==> src/rtl/mac_accumulator.sv <==
// Multiply-accumulate back end: sums len extended 16-bit products and
// returns the sum with a sticky overflow flag on a valid/ready port.
module mac_accumulator #(
    parameter int ACC_W = 18,
    parameter int CNT_W = 4
) (
    input  logic             clk,
    input  logic             rst,
    input  logic             start,
    input  logic [CNT_W-1:0] len,
    input  logic             mode,
    input  logic             prod_valid,
    output logic             prod_ready,
    input  logic [15:0]      prod_data,
    output logic             res_valid,
    input  logic             res_ready,
    output logic [ACC_W-1:0] res_data,
    output logic             res_ovf,
    output logic             busy
);

    typedef enum logic [1:0] {IDLE, ACCUM, DONE} state_t;

    state_t             state, state_nxt;
    logic [ACC_W-1:0]   acc;
    logic [CNT_W-1:0]   cnt, len_q;
    logic               mode_q, ovf;
    logic [ACC_W-1:0]   ext;
    logic [ACC_W:0]     sum;
    logic               add_ovf, xfer, last;

    // Signed cast extends from bit 15; unsigned cast zero-fills.
    assign ext  = mode_q ? ACC_W'($signed(prod_data)) : ACC_W'(prod_data);
    assign sum  = {1'b0, acc} + {1'b0, ext};
    assign add_ovf = mode_q ? ((acc[ACC_W-1] == ext[ACC_W-1]) && (sum[ACC_W-1] != acc[ACC_W-1]))
                            : sum[ACC_W];
    assign xfer = prod_valid && prod_ready;
    assign last = (cnt == len_q - CNT_W'(1));

    always_ff @(posedge clk) begin
        if (rst) state <= IDLE;
        else     state <= state_nxt;
    end

    always_comb begin
        state_nxt = state;
        case (state)
            IDLE:    if (start) state_nxt = (len == '0) ? DONE : ACCUM;
            ACCUM:   if (xfer && last) state_nxt = DONE;
            DONE:    if (res_ready) state_nxt = IDLE;
            default: state_nxt = IDLE;
        endcase
    end

    always_comb begin
        prod_ready = (state == ACCUM);
        res_valid  = (state == DONE);
        busy       = (state != IDLE);
    end

    always_ff @(posedge clk) begin
        if (rst) begin
            acc    <= '0;
            cnt    <= '0;
            len_q  <= '0;
            mode_q <= 1'b0;
            ovf    <= 1'b0;
        end else if (state == IDLE && start) begin
            acc    <= '0;
            cnt    <= '0;
            len_q  <= len;
            mode_q <= mode;
            ovf    <= 1'b0;
        end else if (state == ACCUM && xfer) begin
            acc <= sum[ACC_W-1:0];
            cnt <= cnt + CNT_W'(1);
            if (add_ovf) ovf <= 1'b1;
        end
    end

    // Outputs come straight from state registers; no input reaches them.
    assign res_data = acc;
    assign res_ovf  = ovf;

endmodule

==> config.mk <==
export PLATFORM = sky130hd
export DESIGN_NAME = mac_accumulator
export DESIGN_NICKNAME = d
export VERILOG_FILES = /design/src/rtl/mac_accumulator.sv
export SDC_FILE = /design/constraint.sdc
export NUM_CORES = 1
export LEC_CHECK = 0
export BUFFER_PORTS_ARGS = -buffer_cell sky130_fd_sc_hd__buf_2
export CAP_MARGIN = 20
export CELL_PAD_IN_SITES_DETAIL_PLACEMENT = 1
export CELL_PAD_IN_SITES_GLOBAL_PLACEMENT = 1
export CORE_MARGIN = 10
export CORE_UTILIZATION = 40
export CTS_CLUSTER_DIAMETER = 100
export CTS_CLUSTER_SIZE = 25
export DETAILED_ROUTE_END_ITERATION = 8
export PLACE_DENSITY = 0.86
export SYNTH_ARGS = -nofsm -noshare
export SYNTH_HDL_FRONTEND = slang
export SYNTH_SLANG_ARGS = --single-unit
==> constraint.sdc <==
create_clock -name clk -period 2.7 [get_ports clk]
set_input_delay 0.405 -clock clk [delete_from_list [all_inputs] [get_ports clk]]
set_output_delay 0.405 -clock clk [all_outputs]
set_load 0.02 [all_outputs]
==> results.yml <==
cells_and_area:
  final_nets: 367
  layout_fillers: 653
  drive_above_1_share_pct: 21.6
  antenna_cells: 0
  syn2layout_area_growth_pct: 19.3
  layout_commonest_cell: "sky130_fd_sc_hd__buf_2"
  layout.cells.most_common_list: "sky130_fd_sc_hd__buf_2 (47), sky130_fd_sc_hd__nand2_1 (32), sky130_fd_sc_hd__a21oi_1 (30), sky130_fd_sc_hd__dfxtp_1 (30), sky130_fd_sc_hd__nor2_1 (23)"
worst_setup_path:
  worst_ep_required_time_ns: 2.91
  crit_fanout: 3
  critical_path_class: "reg -> reg"
  setup.worst_path.start_class: "register"
  timing.critical_path.arrival_ns: 2.58
  cp_endpoint_kind: "register"
floorplan:
  placeableCoreArea_mm2: 0.00517
  rows: 26
  start_util_pct: 41.9
  die_h_um: 93.6
  die_width_um: 93.6
  design.portCount: 48
  die_area_mm2: 0.00876
logic_synthesis:
  post_synth_inst_count: 273
  mappedNetlistArea_mm2: 0.00217
  yosys_register_bits: 30
  synth.yosys.warnings: 0
  combinational_family_with_the_most_area_after_synthesis: "simple AND/OR/NAND/NOR gates"
  synth_largest_area_cell: "sky130_fd_sc_hd__dfxtp_1"
  synth.distinct_cells: 49
  synthXorXnorAreaFrac_pct: 7.27
  synth-seq-area-share_pct: 27.7
  post_synth_main_area_contributors: "sky130_fd_sc_hd__dfxtp_1 (28%), sky130_fd_sc_hd__ha_1 (12%), sky130_fd_sc_hd__a21oi_1 (6.9%)"
  async_flop_share_pct: 0
  syn_nets: 320
  synthSimpleGateAreaFrac_pct: 24.7
  synth_largest_type_area_fraction_pct: 27.7
  complex_gate_fraction_of_the_synthesized_area_pct: 20.6
  synthAdderAreaFrac_pct: 12.5
  number_of_flops_mapped_to_enable_cells_by_yosys: 0
  syn_avg_cell_area_um2: 7.94
  postSynth.topFlopCell: "sky130_fd_sc_hd__dfxtp_1"
  synthMuxAreaShare_pct: 3.23
timing:
  maxSlewViolCount: 0
  timing_hold_violations_final: 0
  finalWorstPathRequiredPeriod_ns: 2.37
  max_slew_margin_pct: 72.5
  max_clock_freq_mhz: 422
  setup-violations-final: 0
  setup-tns-final_ns: 0
  hold_ws_ns: 0.359
  worst_slew_pin_slew_ns: 0.412
  setup_repair_after_global_routing_missed_its_margin: "no"
  final_min_period_over_clock_period_pct: 87.7
  finClkSkew_ns: 0.00467
clock_network:
  clock_slew_seen_by_the_registers_of_the_worst_setup_and_hold_paths_ns: 0.07
  clockRootBuffer: "sky130_fd_sc_hd__clkbuf_8"
  cts.hold.buffers_added: 0
  worstSkewPairLatency_ns: 0.28
  tritoncts_num_sinks: 30
  cts_made_buffers: 5
  cts_buffer_depth: 2
  cts_max_level: 2
  cts_setup_buffers: 0
  post_cts.resized_instances: 0
  cts_tree: "done"
job:
  cap_viol_max_count: 0
global_routing:
  grt_pass1_wl_mm: 10.6
  grt_max_degree: 28
  via_count_of_the_first_global_routing_pass: 2258
  initial_antenna_violation_count: 0
  grt_usage_pct: 14.5
  gr-total-overflow: 0
drt:
  drt-vias-per-instance: 5.41
  drt_wirelength_mm: 6.22
  num_vias: 2109
  drtPass1Iterations: 5
  drc: 0
  detail_route.wl_per_cell_um: 15.9
  final_antenna_net_count: 0
  drt_iter0_drc: 70
outcome:
  status: "completed"
pwr:
  total_leakage_power_nw: 1.21
  vdd.ir_drop.worst_mv: 0.195
  power_per_cell_area_mw_per_mm2: 491
placement:
  place.detailed.hpwl_mm: 4.77
  port_buffers: 47
  gp_congestion: 0.835
hold_path:
  min_path_type: "in -> reg"
-- worst max-delay path, stage by stage (launching register included) --
cell and delay [ns]:
sky130_fd_sc_hd__dfxtp_1 0.35, sky130_fd_sc_hd__ha_1 0.21, sky130_fd_sc_hd__inv_1 0.06, sky130_fd_sc_hd__fa_1 0.38, sky130_fd_sc_hd__nor2b_1 0.22, sky130_fd_sc_hd__o31ai_1 0.13, sky130_fd_sc_hd__a21oi_1 0.25, sky130_fd_sc_hd__a21oi_1 0.18
sky130_fd_sc_hd__o31ai_1 0.25, sky130_fd_sc_hd__o21ai_1 0.09, sky130_fd_sc_hd__nor3_1 0.17
-- cells in the mapped netlist, drive strengths merged (6+ instances only) --
library cell / instances
xnor2: 10
nand2: 33
xor2: 8
dfxtp: 30
ha: 20
o21ai: 14
nand3: 10
a21oi: 31
and3: 6
nor2: 23
buf: 6
nor3: 10
inv: 11
mux2i: 7
-- registers in the layout, summed over array words and instances, names as in the netlist --
register,count
mode_q,1
cnt,4
state,2
res_data,18
res_ovf,1
len_q,4
-- path summary, 6_finish.rpt --
path / endpoint / slack, ns / start / depth (start not counted)
max: res_ovf / 0.33 / res_data[0] / 10
min: len_q[1] / 0.36 / len[1] / 3
max reg2reg: res_ovf / 0.33 / res_data[0] / 10
min reg2reg: res_data[10] / 0.47 / res_data[10] / 2
-- per-layer routing --
metal  vias up  wire length, µm  GRT usage [%]
met5         -                0              0
met3        10              285           4.16
li1       1061                -              -
met4         0              116           4.68
met1      1000             2790           16.0
met2        38             3020           26.1
-- per-stage QoR --
step                power [mW]  area (µm²)  util (%)  setup slack (ns)  instances
detailed placement       0.805        2470      47.8             0.274        383
finish                    1.27        2580      50.0             0.332        390
global placement         0.795        2470      47.8             0.314        383
floorplan                0.713        2170         -             0.526        273
global route              1.34        2580      50.0             0.206        390
CTS                       1.28        2580      50.0             0.349        390
-- area by class of cell --
type	count	area (µm²)	share of cell area, %
multi-input cells	221	1480	57.2
flip-flops and latches	30	601	23.2
repair buffers	51	265	10.3
well taps	70	87.6	3.39
clock buffers	6	82.6	3.19
inverters	11	41.3	1.60
clock inverters	1	30.0	1.16
-- power by group --
group	switching, mW	total, mW	internal, mW
registers	0.0207	0.484	0.463
logic	0.189	0.314	0.125
clock network	0.176	0.471	0.295
total	0.386	1.27	0.883
-- cell families after synthesis --
| logic type | after synthesis |
|---|---|
| simple gates | 105 |
| compound gates | 70 |
| flops | 30 |
| buf+inv | 22 |
| fa+ha+maj | 21 |
| xor+xnor | 18 |
| mux | 7 |
(Power assumes the default switching activity.)
